## src/rtl/sprite_mover_if.sv

```systemverilog
// Pixel-write and status bundle between a sprite mover and the VGA adapter side.
// master = the sprite mover, slave = whatever drives enable/dir and consumes pixels.
interface sprite_mover_if;
  logic       enable;
  logic [1:0] dir;
  logic [7:0] x;
  logic [6:0] y;
  logic [2:0] colour;
  logic       plot;
  logic       busy;
  logic [7:0] pos_x;
  logic [6:0] pos_y;
  logic       step_done;

  modport master (
    input  enable, dir,
    output x, y, colour, plot, busy, pos_x, pos_y, step_done
  );

  modport slave (
    output enable, dir,
    input  x, y, colour, plot, busy, pos_x, pos_y, step_done
  );
endinterface

```

## src/rtl/sprite_mover.sv

```systemverilog
// Rectangular sprite animator: erase, move (edge-clamped), redraw once per step event,
// emitting one pixel per clock for the 160x120 adapter write port.
module sprite_mover #(
  parameter int         SPRITE_W        = 4,
  parameter int         SPRITE_H        = 4,
  parameter int         SCREEN_W        = 160,
  parameter int         SCREEN_H        = 120,
  parameter int         START_X         = 10,
  parameter int         START_Y         = 58,
  parameter int         TICKS_PER_FRAME = 833333,
  parameter int         FRAMES_PER_STEP = 15,
  parameter int         STEP_PIX        = 1,
  parameter logic [2:0] SPRITE_COLOUR   = 3'd2,
  parameter logic [2:0] BG_COLOUR       = 3'd0
) (
  input  logic           clock,
  input  logic           resetn,
  sprite_mover_if.master bus
);

  localparam int TW = (TICKS_PER_FRAME > 1) ? $clog2(TICKS_PER_FRAME) : 1;
  localparam int FW = (FRAMES_PER_STEP > 1) ? $clog2(FRAMES_PER_STEP) : 1;
  localparam logic [8:0] MAX_X = 9'(SCREEN_W - SPRITE_W);
  localparam logic [7:0] MAX_Y = 8'(SCREEN_H - SPRITE_H);

  typedef enum logic [2:0] {S_INIT, S_DRAW, S_WAIT, S_ERASE, S_UPDATE} state_t;

  state_t        r_state;
  logic [3:0]    r_col;
  logic [3:0]    r_row;
  logic [TW-1:0] r_tick;
  logic [FW-1:0] r_frame;
  logic [7:0]    r_pos_x;
  logic [6:0]    r_pos_y;

  logic       w_frame_tick;
  logic       w_step_event;
  logic       w_last_pixel;
  logic [8:0] w_right_sum;
  logic [8:0] w_left_diff;
  logic [7:0] w_down_sum;
  logic [7:0] w_up_diff;
  logic [7:0] w_next_x;
  logic [6:0] w_next_y;

  assign w_frame_tick = (r_tick == TW'(TICKS_PER_FRAME - 1));
  assign w_step_event = w_frame_tick && (r_frame == FW'(FRAMES_PER_STEP - 1));
  assign w_last_pixel = (r_col == 4'(SPRITE_W - 1)) && (r_row == 4'(SPRITE_H - 1));

  // One extra bit so a left/up underflow shows up as a set MSB instead of wrapping.
  assign w_right_sum = {1'b0, r_pos_x} + 9'(STEP_PIX);
  assign w_left_diff = {1'b0, r_pos_x} - 9'(STEP_PIX);
  assign w_down_sum  = {1'b0, r_pos_y} + 8'(STEP_PIX);
  assign w_up_diff   = {1'b0, r_pos_y} - 8'(STEP_PIX);

  always_comb begin
    w_next_x = r_pos_x;
    w_next_y = r_pos_y;
    case (bus.dir)
      2'b00: w_next_x = (w_right_sum > MAX_X) ? MAX_X[7:0] : w_right_sum[7:0];
      2'b01: w_next_x = w_left_diff[8] ? 8'd0 : w_left_diff[7:0];
      2'b10: w_next_y = (w_down_sum > MAX_Y) ? MAX_Y[6:0] : w_down_sum[6:0];
      default: w_next_y = w_up_diff[7] ? 7'd0 : w_up_diff[6:0];
    endcase
  end

  always_ff @(posedge clock) begin
    if (!resetn) begin
      r_state <= S_INIT;
      r_col   <= '0;
      r_row   <= '0;
      r_tick  <= '0;
      r_frame <= '0;
      r_pos_x <= 8'(START_X);
      r_pos_y <= 7'(START_Y);
    end else begin
      // Frame timing free-runs regardless of state so step spacing stays fixed.
      r_tick <= w_frame_tick ? '0 : r_tick + 1'b1;
      if (w_frame_tick)
        r_frame <= (r_frame == FW'(FRAMES_PER_STEP - 1)) ? '0 : r_frame + 1'b1;

      case (r_state)
        S_INIT: begin
          r_state <= S_DRAW;
          r_col   <= '0;
          r_row   <= '0;
        end
        S_DRAW, S_ERASE: begin
          if (w_last_pixel) begin
            r_state <= (r_state == S_DRAW) ? S_WAIT : S_UPDATE;
            r_col   <= '0;
            r_row   <= '0;
          end else if (r_col == 4'(SPRITE_W - 1)) begin
            r_col <= '0;
            r_row <= r_row + 4'd1;
          end else begin
            r_col <= r_col + 4'd1;
          end
        end
        S_WAIT: begin
          if (w_step_event && bus.enable) begin
            r_state <= S_ERASE;
            r_col   <= '0;
            r_row   <= '0;
          end
        end
        S_UPDATE: begin
          r_pos_x <= w_next_x;
          r_pos_y <= w_next_y;
          r_state <= S_DRAW;
          r_col   <= '0;
          r_row   <= '0;
        end
        default: r_state <= S_INIT;
      endcase
    end
  end

  assign bus.x         = r_pos_x + {4'b0, r_col};
  assign bus.y         = r_pos_y + {3'b0, r_row};
  assign bus.plot      = (r_state == S_DRAW) || (r_state == S_ERASE);
  assign bus.colour    = (r_state == S_DRAW) ? SPRITE_COLOUR : BG_COLOUR;
  assign bus.busy      = (r_state != S_WAIT);
  assign bus.pos_x     = r_pos_x;
  assign bus.pos_y     = r_pos_y;
  assign bus.step_done = (r_state == S_DRAW) && w_last_pixel;

endmodule

```

## src/flat_wrapper.sv

```systemverilog
// flat-port wrapper written by rule: the top's interface ports become plain ports
module sprite_mover_flat 
#(
  parameter int         SPRITE_W        = 4,
  parameter int         SPRITE_H        = 4,
  parameter int         SCREEN_W        = 160,
  parameter int         SCREEN_H        = 120,
  parameter int         START_X         = 10,
  parameter int         START_Y         = 58,
  parameter int         TICKS_PER_FRAME = 833333,
  parameter int         FRAMES_PER_STEP = 15,
  parameter int         STEP_PIX        = 1,
  parameter logic [2:0] SPRITE_COLOUR   = 3'd2,
  parameter logic [2:0] BG_COLOUR       = 3'd0
)
  (clock, resetn, bus_enable, bus_dir, bus_x, bus_y, bus_colour, bus_plot, bus_busy, bus_pos_x, bus_pos_y, bus_step_done);
  sprite_mover_if bus_i ();
  input  logic clock;
  input  logic resetn;
  input wire logic [$bits(bus_i.enable)-1:0] bus_enable;
  input wire logic [$bits(bus_i.dir)-1:0] bus_dir;
  output wire logic [$bits(bus_i.x)-1:0] bus_x;
  output wire logic [$bits(bus_i.y)-1:0] bus_y;
  output wire logic [$bits(bus_i.colour)-1:0] bus_colour;
  output wire logic [$bits(bus_i.plot)-1:0] bus_plot;
  output wire logic [$bits(bus_i.busy)-1:0] bus_busy;
  output wire logic [$bits(bus_i.pos_x)-1:0] bus_pos_x;
  output wire logic [$bits(bus_i.pos_y)-1:0] bus_pos_y;
  output wire logic [$bits(bus_i.step_done)-1:0] bus_step_done;
  assign bus_i.enable = bus_enable;
  assign bus_i.dir = bus_dir;
  assign bus_x = bus_i.x;
  assign bus_y = bus_i.y;
  assign bus_colour = bus_i.colour;
  assign bus_plot = bus_i.plot;
  assign bus_busy = bus_i.busy;
  assign bus_pos_x = bus_i.pos_x;
  assign bus_pos_y = bus_i.pos_y;
  assign bus_step_done = bus_i.step_done;
  sprite_mover #(.SPRITE_W(SPRITE_W), .SPRITE_H(SPRITE_H), .SCREEN_W(SCREEN_W), .SCREEN_H(SCREEN_H), .START_X(START_X), .START_Y(START_Y), .TICKS_PER_FRAME(TICKS_PER_FRAME), .FRAMES_PER_STEP(FRAMES_PER_STEP), .STEP_PIX(STEP_PIX), .SPRITE_COLOUR(SPRITE_COLOUR), .BG_COLOUR(BG_COLOUR)) u_core (.clock(clock), .resetn(resetn), .bus(bus_i));
endmodule
```

## config.mk

```make
export PLATFORM = sky130hd
export DESIGN_NAME = sprite_mover_flat
export DESIGN_NICKNAME = d
export VERILOG_FILES = /design/src/rtl/sprite_mover_if.sv /design/src/rtl/sprite_mover.sv /design/src/flat_wrapper.sv
export SDC_FILE = /design/constraint.sdc
export NUM_CORES = 1
export LEC_CHECK = 0
export CORE_ASPECT_RATIO = 1.1
export CORE_MARGIN = 2
export CORE_UTILIZATION = 29
export CTS_CLUSTER_SIZE = 25
export DETAILED_ROUTE_END_ITERATION = 8
export PLACE_DENSITY = 0.54
export RECOVER_POWER = 100
export SLEW_MARGIN = 30
export SYNTH_ARGS = -nofsm -noshare
export SYNTH_HDL_FRONTEND = slang
export SYNTH_SLANG_ARGS = --single-unit
```

## constraint.sdc

```tcl
create_clock -name clock -period 2.43 [get_ports clock]
set_input_delay 0.729 -clock clock [delete_from_list [all_inputs] [get_ports clock]]
set_output_delay 0.729 -clock clock [all_outputs]
set_load 0.02 [all_outputs]
```

Word-level counts from Yosys, hierarchy flattened
Index checks and enable logic that the tools add are counted.

storage, ports and cells
  flip-flop bits (word level) = 50
  input port bits = 5
  output and inout bits = 36
  logic and storage cells = 72

operators by class
  $add $sub $neg = 10
  $lt $le $gt $ge = 2
  equality and inequality tests = 14
  muxes and demuxes = 19
  bitwise operators = 2
  reductions and logical operators = 18

operator list
  kind                                                            number
  2-to-1 mux 4 bit                                                6
  case mux 4 bit (3 select lines)                                 2
  adder 20 x 1 -> 20 bit (second input constant)                  1
  equality test 20 bit (second input constant)                    1
  2-to-1 mux 8 bit                                                2
  case mux 8 bit (2 select lines)                                 1
  2-to-1 mux 7 bit                                                2
  case mux 7 bit (2 select lines)                                 1
  adder 4 x 1 -> 4 bit (second input constant)                    3
  adder 8 x 1 -> 9 bit (second input constant)                    1
  greater-than comparator 9 x 8 -> 1 bit (second input constant)  1
  2-to-1 mux 3 bit                                                3
  case mux 3 bit (3 select lines)                                 1
  subtractor 8 x 1 -> 9 bit (second input constant)               1
  adder 7 x 1 -> 8 bit (second input constant)                    1
  adder 8 x 4 -> 8 bit                                            1
  equality test 4 x 2 -> 1 bit (second input constant)            2
  greater-than comparator 8 x 7 -> 1 bit (second input constant)  1
  AND reduction 2 bit                                             4
  OR reduction 2 bit                                              4
  subtractor 7 x 1 -> 8 bit (second input constant)               1
  adder 7 x 4 -> 7 bit                                            1
  equality test 3 x 2 -> 1 bit (second input constant)            2
  equality test 4 bit (second input constant)                     1
  other kinds (16)                                                21

Depth between registers and ports, before layout
  word-level depth = 5
  gate-level depth with buffers = 8
  mapped depth without buffers = 8

Least setup slack after synthesis
Ideal clock, no wire load.

  path kind = flip-flop to output port
  start = register u_core.r_pos_x[0] (netlist: u_core.bus.pos_x[0])
  end = output bus_x[6]
  arrival = 1.982 ns
  required time = 1.701 ns
  setup slack = -0.281 ns
  stages on the path, launching flop included = 9
  path buffers = 0
  cell sequence = dfxtp_1 ha_1 inv_1 fa_1 nor2b_1 o21ai_0 nand2b_1 nand3_1 xnor2_1

between the ends
  longest elaborated chain between the ends = 1

ends and longest elaborated chain
  element                 RTL line             text
  start, declared         sprite_mover.sv:33   logic [7:0] r_pos_x;
  start signal, assigned  sprite_mover.sv:74   r_pos_x <= 8'(START_X);
  start signal, assigned  sprite_mover.sv:108  r_pos_x <= w_next_x;
  adder 8 x 4 -> 8 bit    sprite_mover.sv:119  assign bus.x = r_pos_x + {4'b0, r_col};
  end, declared           flat_wrapper.sv:22   output wire logic [$bits(bus_i.x)-1:0] bus_x;

Every way passes these cells.

Worst setup path in the final report
  start = register u_core.r_col[0]
  end = output bus_x[6]

between the ends
  longest elaborated chain between the ends = 1

ends and longest elaborated chain
  element                 RTL line             text
  start, declared         sprite_mover.sv:29   logic [3:0] r_col;
  start signal, assigned  sprite_mover.sv:97   r_col <= r_col + 4'd1;
  adder 8 x 4 -> 8 bit    sprite_mover.sv:119

Every way passes these cells.

==> impl_metrics.py <==
metrics = {
    "detailed_routing": {
        "routedWlPerCell_um": 14.23,
        "dr_total_vias": 3640,
        "drt_iter0_drc": 176,
        "vias_per_cell": 5.193,
        "dr.pass1.iters": 4,
        "dr_wl_met2_mm": 5.005,
        "top_layer": "met4",
        "ant_nets": 0,
        "drc": 0,
        "drt-met1-wl_mm": 4.363,
        "wl_met3_um": 443,
        "drt_wl_total_mm": 9.973,
    },
    "worst_setup_path": {
        "crit_fanout": 2,
        "reg2reg_depth": 10,
        "cpPeakStageDelay_ns": 0.36,
        "crit_type": "flip-flop to output port",
        "crit_chain": "ha_4 > inv_2 > fa_2 > nor2b_1 > o21ai_1 > nand2b_1 > nand3_2 > xnor2_2 > buf_4",
        "startpoint_type": "flip-flop",
        "crit_slowest_cell": "dfxtp_2",
        "worst_ep_arrival_time_ns": 1.94,
        "required_ns": 1.70,
        "cp-end-kind": "output port",
    },
    "cts": {
        "cts_tree": "yes",
        "insertion_delay_ns": 0.30,
        "numCtsBuffers": 5,
        "cts.sinks": 50,
        "clk_path_buf_depth": 2,
        "cts.htree.levels": 2,
        "ctsHoldBuffers": 0,
        "clk_pin_slew_ns": 0.07,
        "cts_root_buf": "clkbuf_16",
    },
    "sta": {
        "slew_viol_final": 0,
        "tns_ns": -0.9513,
        "tightestPinTransition_ns": 0.6652,
        "post-route-period-util": 1.100,
        "clock.fmax_ghz": 0.3740,
        "rsz0062_at_grt": "true",
        "setup_ws_ns": -0.2439,
        "post-route-min-period_ns": 2.674,
        "hold_violations": 0,
        "relSlewSlack": 0.5566,
        "setup_violations": 7,
        "skew_ns": 0.006085,
    },
    "place": {
        "postPlaceCellArea_um2": 4473,
        "place_ws_ns": -0.4309,
        "gp_congestion": 0.9326,
        "hpwl_mm": 7.304,
        "port_buffers": 38,
    },
    "final_layout": {
        "regArea_um2": 1016,
        "nets": 574,
        "finish.utilization": 0.4147,
        "fillers": 1210,
        "multi_input_area_um2": 2412,
        "antenna_cells": 0,
        "areaGrowthSynthToFinish_pct": 38.81,
        "drive_gt1_frac": 0.2559,
        "fin_area_um2": 4766,
    },
    "global_route": {
        "antenna_found_initial": 0,
        "grt_pass1_wl_mm": 16.45,
        "grt_pass1_vias": 3500,
        "grt_max_degree": 20,
        "grt_usage": 0.1576,
        "grt.overflow.total": 0,
    },
    "logic_synthesis": {
        "netlist_instances": 450,
        "netlist_area_um2": 3433,
        "synth.distinct_cells": 59,
        "yosys_warnings": 0,
        "synth.top_cell.area_share": 0.2915,
        "synth.most_common_cell": "nor2_1",
        "synth_common_cells": "nor2_1, dfxtp_1, nand2_1",
        "ys_seq_elements": 50,
        "synth_area_leaders": "dfxtp_1, ha_1, nor2_1",
        "synth_edf_count": 0,
        "syn_avg_cell_area_um2": 7.630,
        "yosysSeqAreaShare": 0.2915,
        "yosys.area.top_type": "dfxtp_1",
        "async_flop_share": 0,
        "synth_flop_cell": "dfxtp_1",
    },
    "outcome": {
        "failed_checks": "setup timing",
        "status": "finished with violations",
    },
    "power_and_ir_drop": {
        "p_total_mw": 1.746,
        "p_sw_mw": 0.4180,
        "swShare": 0.2395,
        "p_comb_frac": 0.071,
        "internal_power_mw": 1.328,
        "p_seq_frac": 0.476,
        "leakage_nw": 1.880,
        "ir_worst_vdd_uv": 257.4,
        "clock_power_share": 0.453,
        "cellPowerDensity_nw_per_um2": 366.3,
    },
    "floorplanning": {
        "dieArea_um2": 12730,
        "die_w_um": 107.7,
        "rows": 41,
        "initial_core_util": 0.2988,
        "core_um2": 11490,
        "num_io_pins": 41,
        "die_h_um": 118.1,
    },
    "run": {
        "cap_violations": 0,
    },
    "hold_path": {
        "whs_path_depth": 1,
        "min_path_type": "flip-flop to flip-flop",
    },
}
timing repair:
item | 4_1_cts | 5_1_grt
resized for setup | 92 | 17
endpoints found under the setup margin | 14 | 22
pin swaps | 13 | 14
gates cloned | 0 | 0
buffers inserted | 1 | 3
flip-flops by register name, summed over array words and instances, names as in the netlist:
register	count
u_core.r_tick	20
u_core.bus.pos_x	8
u_core.bus.pos_y	7
u_core.r_row	4
u_core.r_frame	4
u_core.r_state	3
u_core.r_col	4
cells by family (layout without fill, tap and decap cells):
family	count (synthesis)	count (layout)	share of synthesized area
fa+ha+maj	19	19	0.07361
compound gates	99	99	0.1822
mux	2	2	0.005831
xor+xnor	34	34	0.08674
other cells	1	2	0.001092
simple gates	204	204	0.3105
buf+inv	41	141	0.04847
flops	50	50	0.2915
per-stage QoR:
step / hold slack, ns / instances
detailed placement: 0.4818 / 689
floorplan: 0.4372 / 451
global placement: 0.4671 / 689
finish: 0.4884 / 701
CTS: 0.4999 / 698
global route: 0.5270 / 701
cell type report:
| cell class | instances | share of cell area |
|---|---|---|
| clock buffers | 6 | 0.03150 |
| clock inverters | 2 | 0.003676 |
| inverters | 19 | 0.01496 |
| multi-input cells | 360 | 0.5062 |
| flip-flops and latches | 50 | 0.2132 |
| well taps | 150 | 0.03938 |
| repair buffers | 114 | 0.1911 |
power groups by stage:
stage / Sequential (mW) / Clock, mW / Combinational (mW)
floorplan: 0.849 / 0 / 0.0684
global placement: 0.850 / 0 / 0.123
detailed placement: 0.851 / 0 / 0.123
CTS: 0.832 / 0.820 / 0.125
global route: 0.833 / 0.857 / 0.138
finish: 0.831 / 0.791 / 0.124
path summary, 6_finish.rpt:
check,slack [ns],endpoint,start
worst max-delay path,-0.24,bus_x[6],u_core.r_col[0]
worst min-delay path,0.49,u_core.r_tick[0],u_core.r_tick[0]
worst max register to register,0.04,u_core.bus.pos_x[0],u_core.bus.pos_x[0]
worst min register to register,0.49,u_core.r_tick[0],u_core.r_tick[0]
placed cells by master, fill, tap and decap left out, drive strengths merged, types with 10 or more instances in the layout:
master and count:
clkdlybuf4s50 23, a31oi 10, nand3 29, nor2 54, buf 87, xor2 13
dfxtp 50, ha 17, a21oi 30, o21ai 24, nand2 38, inv 20
nor3 17, and3 13, xnor2 21
critical path: cells and delay by family (launching register included):
| kind | cells | cell delay, ns |
|---|---|---|
| compound gates | 1 | 0.08 |
| xor+xnor | 1 | 0.18 |
| fa+ha+maj | 2 | 0.46 |
| buf+inv | 2 | 0.20 |
| flops | 1 | 0.36 |
| simple gates | 3 | 0.37 |
layer usage:
layer,up-vias,track usage
li1,1809,-
met1,1724,0.1938
met2,94,0.2744
met3,13,0.02713
met4,0,0.05288
met5,-,0
Note: power is estimated with default switching activity, not from simulation.
